File: config.mk
export PLATFORM = sky130hd
export DESIGN_NAME = execute_writeback
export DESIGN_NICKNAME = d
export VERILOG_FILES = /design/src/rtl/execute_writeback.sv
export SDC_FILE = /design/constraint.sdc
export NUM_CORES = 1
export LEC_CHECK = 0
export BUFFER_PORTS_ARGS = -buffer_cell sky130_fd_sc_hd__buf_2
export CAP_MARGIN = 40
export CELL_PAD_IN_SITES_DETAIL_PLACEMENT = 0
export CELL_PAD_IN_SITES_GLOBAL_PLACEMENT = 1
export CORE_AREA = 2 2 227 140
export CTS_BUF_LIST = sky130_fd_sc_hd__clkbuf_4
export CTS_CLUSTER_DIAMETER = 100
export DETAILED_ROUTE_END_ITERATION = 7
export DIE_AREA = 0 0 229 142
export PLACE_DENSITY_LB_ADDON = 0.1
export SLEW_MARGIN = 20
export SYNTH_ARGS = -nofsm -noshare
export SYNTH_HDL_FRONTEND = slang
export SYNTH_SLANG_ARGS = --single-unit
File: constraint.sdc
create_clock -name clock -period 2.3 [get_ports clock]
set_input_delay 0.46 -clock clock [delete_from_list [all_inputs] [get_ports clock]]
set_output_delay 0.46 -clock clock [all_outputs]
set_load 0.05 [all_outputs]
File: src/rtl/execute_writeback.sv
// Writeback stage: carries each issued op's destination through the execute
// latency, commits results into a small register file and serves bypassed reads.
module execute_writeback #(
  parameter int REGISTER_WIDTH = 32,
  parameter int NUM_REGS       = 8,
  parameter int ADDR_WIDTH     = 3,
  parameter int EX_LATENCY     = 2
) (
  input  logic                      clock,
  input  logic                      reset,
  input  logic                      enable_ex,
  input  logic [ADDR_WIDTH-1:0]     dest_in,
  input  logic [1:0]                wb_sel_in,
  input  logic [REGISTER_WIDTH-1:0] aluout,
  input  logic                      carry,
  input  logic [REGISTER_WIDTH-1:0] mem_data_read_in,
  input  logic [ADDR_WIDTH-1:0]     rd_addr1,
  input  logic [ADDR_WIDTH-1:0]     rd_addr2,
  output logic [REGISTER_WIDTH-1:0] rd_data1,
  output logic [REGISTER_WIDTH-1:0] rd_data2,
  output logic                      wb_valid,
  output logic [ADDR_WIDTH-1:0]     wb_dest,
  output logic [REGISTER_WIDTH-1:0] wb_data,
  output logic                      carry_flag,
  output logic [NUM_REGS-1:0]       pending
);

  localparam int LAST = EX_LATENCY - 1;

  logic                      valid_q [EX_LATENCY];
  logic                      valid_d [EX_LATENCY];
  logic [ADDR_WIDTH-1:0]     dest_q  [EX_LATENCY];
  logic [ADDR_WIDTH-1:0]     dest_d  [EX_LATENCY];
  logic [1:0]                sel_q   [EX_LATENCY];
  logic [1:0]                sel_d   [EX_LATENCY];
  logic [REGISTER_WIDTH-1:0] regs_q  [NUM_REGS];
  logic [REGISTER_WIDTH-1:0] regs_d  [NUM_REGS];
  logic                      wb_valid_q, wb_valid_d;
  logic [ADDR_WIDTH-1:0]     wb_dest_q, wb_dest_d;
  logic [REGISTER_WIDTH-1:0] wb_data_q, wb_data_d;
  logic                      carry_q, carry_d;
  logic                      commit;
  logic [REGISTER_WIDTH-1:0] commit_data;

  function automatic logic writes_reg(input logic [1:0] sel);
    return (sel == 2'b01) || (sel == 2'b10);
  endfunction

  // Tag pipeline never stalls: a bubble is simply enable_ex=0 captured.
  always_comb begin
    valid_d[0] = enable_ex;
    dest_d[0]  = dest_in;
    sel_d[0]   = wb_sel_in;
    for (int i = 1; i < EX_LATENCY; i++) begin
      valid_d[i] = valid_q[i-1];
      dest_d[i]  = dest_q[i-1];
      sel_d[i]   = sel_q[i-1];
    end
  end

  assign commit      = valid_q[LAST] && writes_reg(sel_q[LAST]) && (dest_q[LAST] != '0);
  assign commit_data = (sel_q[LAST] == 2'b10) ? mem_data_read_in : aluout;

  always_comb begin
    for (int i = 0; i < NUM_REGS; i++) begin
      regs_d[i] = regs_q[i];
    end
    if (commit) begin
      regs_d[dest_q[LAST]] = commit_data;
    end
    regs_d[0]  = '0;
    wb_valid_d = commit;
    wb_dest_d  = commit ? dest_q[LAST] : wb_dest_q;
    wb_data_d  = commit ? commit_data : wb_data_q;
    carry_d    = (commit && (sel_q[LAST] == 2'b01)) ? carry : carry_q;
  end

  always_comb begin
    pending = '0;
    for (int i = 0; i < EX_LATENCY; i++) begin
      if (valid_q[i] && writes_reg(sel_q[i])) begin
        pending[dest_q[i]] = 1'b1;
      end
    end
    pending[0] = 1'b0;
  end

  // The current commit is forwarded so the execute stage never sees stale data.
  assign rd_data1 = (rd_addr1 == '0) ? '0 :
                    (commit && (dest_q[LAST] == rd_addr1)) ? commit_data : regs_q[rd_addr1];
  assign rd_data2 = (rd_addr2 == '0) ? '0 :
                    (commit && (dest_q[LAST] == rd_addr2)) ? commit_data : regs_q[rd_addr2];

  always_ff @(posedge clock or negedge reset) begin
    if (!reset) begin
      for (int i = 0; i < EX_LATENCY; i++) begin
        valid_q[i] <= 1'b0;
        dest_q[i]  <= '0;
        sel_q[i]   <= '0;
      end
      for (int i = 0; i < NUM_REGS; i++) begin
        regs_q[i] <= '0;
      end
      wb_valid_q <= 1'b0;
      wb_dest_q  <= '0;
      wb_data_q  <= '0;
      carry_q    <= 1'b0;
    end else begin
      for (int i = 0; i < EX_LATENCY; i++) begin
        valid_q[i] <= valid_d[i];
        dest_q[i]  <= dest_d[i];
        sel_q[i]   <= sel_d[i];
      end
      for (int i = 0; i < NUM_REGS; i++) begin
        regs_q[i] <= regs_d[i];
      end
      wb_valid_q <= wb_valid_d;
      wb_dest_q  <= wb_dest_d;
      wb_data_q  <= wb_data_d;
      carry_q    <= carry_d;
    end
  end

  assign wb_valid   = wb_valid_q;
  assign wb_dest    = wb_dest_q;
  assign wb_data    = wb_data_q;
  assign carry_flag = carry_q;

endmodule

Word level (Yosys, flattened, before mapping) --
Cells that the tools add are included.
Word-level totals: bits of input ports 79, register bits after elaboration 273, output and inout bits 109
Cells by class: mux-type cells 20, bitwise logic cells 4, reduce and logical (&&, ||, !) cells 14, eq/ne operators 6, order comparisons 8
Operators by type and width (count):
- 32-bit two-way mux | 10
- 256-bit bitwise mux | 1
- 32-bit binary-select mux with 3-bit select | 2
- 32-bit demux with 3-bit select | 1
- 8-bit two-way mux | 2
- 4-bit greater-or-equal comparator (second input constant) | 3
- 3-bit NOT with 4-bit output | 3
- 1-bit logical AND | 9
- 3-bit by 4-bit less-than comparator with 1-bit output (second input constant) | 2
- 8-bit OR | 1
- 1-bit demux with 3-bit select | 2
- 3-bit == test | 2
- 3-bit by 1-bit greater-or-equal comparator with 1-bit output (second input constant) | 2
- 3-bit logical NOT | 2
- 2-bit by 1-bit == test with 1-bit output (second input constant) | 2
- 2-bit == test (second input constant) | 2
- 4-bit by 1-bit less-than comparator with 1-bit output (second input constant) | 1
- 3-bit nonzero test | 1
- 1-bit logical OR | 2
- 1-bit two-way mux | 2

Depth between registers and ports, before layout --
depth in word-level cells 7, mapped depth 8

Worst setup path before layout --
OpenSTA, ideal clock, no wires.
kind flip-flop to output port, from register sel_q[0] in the netlist's numbering, to output port rd_data1[0], required time 1.840 ns, data arrival time 2.347 ns, setup slack -0.507 ns, cell stages (with the launch flop) 9, cell sequence dfrtp_1 -> inv_1 -> ha_1 -> nand2b_4 -> a21oi_4 -> and4_1 -> buf_4 -> buf_6 -> mux2i_1
Between the ends: longest elaborated chain between the ends 7
RTL lines:
- start: declaration | line 34 | logic [1:0] sel_q [EX_LATENCY];
- start signal: indexed assignment | line 112 | sel_q[i] <= sel_d[i];
- 2-bit by 1-bit == test with 1-bit output or 2-bit == test (tied branches) | line 46, 62
- 1-bit logical OR | line 46 | return (sel == 2'b01) || (sel == 2'b10);
- 1-bit logical AND (2 in a row) | line 61 | assign commit = valid_q[LAST] && writes_reg(sel_q[LAST]) && (dest_q[LAST] != '0);
- 1-bit logical AND | line 90 | (commit && (dest_q[LAST] == rd_addr1)) ? commit_data : regs_q[rd_addr1];
- 32-bit two-way mux (*) | line 90
- 32-bit two-way mux (*) | line 89 | assign rd_data1 = (rd_addr1 == '0) ? '0 :
- end: declaration | line 19 | output logic [REGISTER_WIDTH-1:0] rd_data1,
Every way passes the cells marked *; elsewhere a longest branch is shown, timed or not.

Final worst setup path --
from register sel_q[0] in the netlist's numbering, to output port rd_data1[21]
Same word-level chain as after synthesis.

==> metrics.md <==
| Metric | Value |
|---|---|
| Min Tclk post-route | 3180 ps |
| Sw power | 6.43 mW |
| Crit path launch type | register |
| Routed len/inst | 21.3 microns |
| CP Capture Type | output pin |
| Max layer used | met4 |
| Final instance area | 18400 sq um |
| Remaining Overflow, GRT | 0 |
| Worst Hold Path Cells | 3 |
| Routed vias | 12000 |
| Hold Fails Final Rpt | 0 |
| Syn Inst Count | 1382 |
| P&R area growth vs syn | 30.1% |
| DR pass1 iterations | 5 |
| Min-Delay Startpoint | aluout[0] |
| Placer Congestion | 0.817 |
| Worst Hold Class | in -> reg |
| Setup TNS | -53930 ps |
| Synth cell types | 34 |
| I/O pins | 188 |
| Initial core utilization | 46.3% |
| Max Fclk | 315 MHz |
| R2r startpoint | sel_q[0]$_DFF_PN0_ |
| Share of flip-flops with an asynchronous set or reset | 100% |
| Worst Path Required | 1840 ps |
| Most common cell after layout, fill and taps aside | dfrtp_1 |
| GRT Resource Usage Total | 28.1% |
| First-pass GRT wire length | 69800 microns |
| Yosys reg bits | 273 |
| Initial drt markers | 1149 |
| Num CTS Buffers | 70 |
| Sw Share | 38.2% |
| Cell-by-cell listing of the critical path | inv_2, ha_4, nand2b_4, a21oi_4, and4_4, buf_12, buf_16, mux2i_2, buf_6 |
| Rows | 50 |
| Reg clk slew, reported paths | 70 ps |
| Synth Flop Type | dfrtp_1 |
| Fin. max-slew vios | 0 |
| Maxcap violations | 0 |
| Total Routed Length | 45500 microns |
| Worst hold endpoint | wb_data[0]$_DFFE_PN0P_ |
| P_leak | 8.04 nW |
| Syn avg cell area | 10.2 sq um |
| Dpl hpwl | 28900 microns |
| Fin crit share | 138% |
| Metal2 WL | 20200 microns |
| Die Y | 142 microns |
| Int Pwr | 10.4 mW |
| Mapped Area | 14100 sq um |
| Core ar. | 30500 sq um |
| Crit Path Class | reg -> out |
| Cell Area, Placed | 16700 sq um |
| DRC violations left | 0 |
| Setup crit start | sel_q[0]$_DFF_PN0_ |
| Syn_nets | 1463 |
| Placed cell count | 1995 |
| Vias in the first global route | 11900 |
| Max Fanout on Critical Path | 8 |
| Vias per cell | 5.64 |
| Clock skew | 50.5 ps |
| Setup violators final | 71 |
| TritonCTS clock tree | built |
| Slew @ Worst Pin | 593 ps |
| Sequential-to-total area share from yosys stat | 48.3% |
| Non-Filler Instances | 2129 |
| Met3 Routed Length | 3010 microns |
| Comb pwr share | 35.7% |
| CP peak stage delay | 390 ps |
| PnR worst setup slack | -875 ps |
| Failing checks | setup timing |
| Share of cells above drive strength 1 | 33.7% |
| R2R setup slack | 220 ps |
| Worst rel slew slack | 60.4% |
| H-Tree Depth | 3 |
| RSZ-0062 raised after global routing | true |
| DIE AREA | 32500 sq um |
| Final #Nets | 1753 |
| Fin Hold WS | 139 ps |
| PD cells | 916 nW/um^2 |
| Total power | 16.8 mW |
| Initial antenna violation count | 2 |
| Worst r2r dst | regs_q[99]$_DFFE_PN0P_ |
| Fillers | 2659 |
| Clk_lat worst skew | 770 ps |
| Wire length on met1 | 21300 microns |
| Status | complete, but fails checks |
| Antenna viol nets, final | 0 |
| Clock Tree Root | clkbuf_4 |
| Largest net degree at the start of global routing | 77 |
| Clock buffer depth | 3 |
| Worst Reg2Reg Path Length in Cells | 8 |
| Placement Setup Slack | -221 ps |
| Die X | 229 microns |
| Final core occ | 60.2% |
| Maximum VDD drop | 0.479 mV |
| Synthesis warning total | 0 |
| EDFF count, synth | 0 |
| PortBufs | 186 |
| Clock power frac | 23.2% |
| Critical Path AT | 2720 ps |
| Crit path max-delay cell type | dfrtp_1 |
| Sink Count | 273 |
| Sequential fraction of design power | 41.1% |
| Commonest cells after routing, fill and taps aside | dfrtp_1, a21oi_1, nor2_1, nand2_1, buf_2 |
-- layout make-up --
| type | instances | area [sq um] | share of cell area, % |
|---|---|---|---|
| Clock buffer | 94 | 706 | 3.84 |
| Clock inverter | 13 | 48.8 | 0.265 |
| Sequential cell | 273 | 6830 | 37.2 |
| Timing Repair Buffer | 341 | 3130 | 17.0 |
| Inverter | 5 | 18.8 | 0.102 |
| Antenna cell | 6 | 15.0 | 0.0817 |
| Tap cell | 416 | 520 | 2.83 |
| Multi-Input combinational cell | 981 | 7110 | 38.7 |
-- how the worst max path moves through the flow --
stage                        end  cells past startpoint
finish              rd_data1[21]                      9
detailed placement  rd_data2[19]                      8
global route        rd_data1[21]                      9
global placement    rd_data2[19]                      8
CTS                 rd_data1[21]                      9
floorplan            rd_data1[0]                      8
-- logic make-up (layout without fill, tap and decap cells) --
| logic type | after synthesis | count (layout) | share of synthesized area [%] |
|---|---|---|---|
| AO/OA/AOI/OAI | 390 | 390 | 14.5 |
| AND/OR/NAND/NOR | 348 | 348 | 9.85 |
| flip-flops | 273 | 273 | 48.3 |
| multiplexers | 233 | 233 | 21.9 |
| buffers and inverters | 128 | 453 | 4.70 |
| XOR/XNOR | 7 | 7 | 0.434 |
| adder cells (fa/ha/maj) | 2 | 2 | 0.177 |
| other | 1 | 7 | 0.0265 |
-- synthesized netlist by cell type (2+ instances only) --
| cell | n | share of area (%) |
|---|---|---|
| buf_2 | 54 | 1.9 |
| dfrtp_1 | 273 | 48 |
| and4_1 | 2 | 0.12 |
| a211oi_1 | 3 | 0.16 |
| nand2_1 | 160 | 4.2 |
| o21ai_0 | 102 | 3.6 |
| buf_1 | 2 | 0.053 |
| nand3_1 | 2 | 0.071 |
| o22ai_1 | 62 | 2.7 |
| nand4_1 | 2 | 0.089 |
| mux2_2 | 2 | 0.16 |
| nand3b_1 | 2 | 0.11 |
| clkbuf_1 | 42 | 1.1 |
| mux2i_1 | 170 | 12 |
| buf_4 | 19 | 1.0 |
| o21bai_1 | 3 | 0.16 |
| nor4b_2 | 2 | 0.21 |
| inv_1 | 4 | 0.11 |
| xnor2_1 | 6 | 0.37 |
| mux4_2 | 61 | 9.7 |
| nor2_1 | 164 | 4.4 |
| buf_6 | 6 | 0.48 |
| or2_2 | 3 | 0.13 |
| a21oi_1 | 219 | 7.8 |
| ha_1 | 2 | 0.18 |
| nor3_1 | 3 | 0.11 |
| nand2b_1 | 5 | 0.22 |
-- critical path: cells and delay by family, from the launching register on --
family,cells,cell delay [ps]
DFF,1,390
muxes,1,250
adders and majority gates,1,200
buffers and inverters,4,540
AOI/OAI and AO/OA,1,150
and+or+nand+nor,2,440
-- power by group through the flow --
| stage | Combinational [mW] | Clock [mW] | Sequential, mW |
|---|---|---|---|
| detailed placement | 5.52 | 0 | 6.97 |
| global placement | 5.43 | 0 | 6.91 |
| finish | 6.01 | 3.91 | 6.92 |
| global route | 6.49 | 4.25 | 7.09 |
| CTS | 5.95 | 4.01 | 6.90 |
| floorplan | 3.66 | 0 | 7.18 |
-- sequential cells by signal, indices dropped and copies added (netlist names) --
| name | flops |
|---|---|
| sel_d | 2 |
| dest_d | 3 |
| sel_q | 2 |
| regs_q | 224 |
| wb_valid | 1 |
| wb_dest | 3 |
| wb_data | 32 |
| valid_d | 1 |
| carry_flag | 1 |
| valid_q | 1 |
| dest_q | 3 |
-- per-layer routing --
| metal | global-route usage, % | vias up |
|---|---|---|
| met4 | 8.07 | 0 |
| met5 | 0 | - |
| met1 | 42.0 | 5992 |
| met2 | 41.6 | 378 |
| met3 | 5.97 | 73 |
| li1 | - | 5561 |
-- timing repair --
item	CTS	global route
endpoints found under the setup margin	71	117
hold buffers	8	0
buffers inserted	9	5
cloned	2	2
endpoints found under the hold margin	280	0
gates resized for setup	151	21
pin swaps	5	5
No activity file was read; power rests on OpenSTA's default activity.
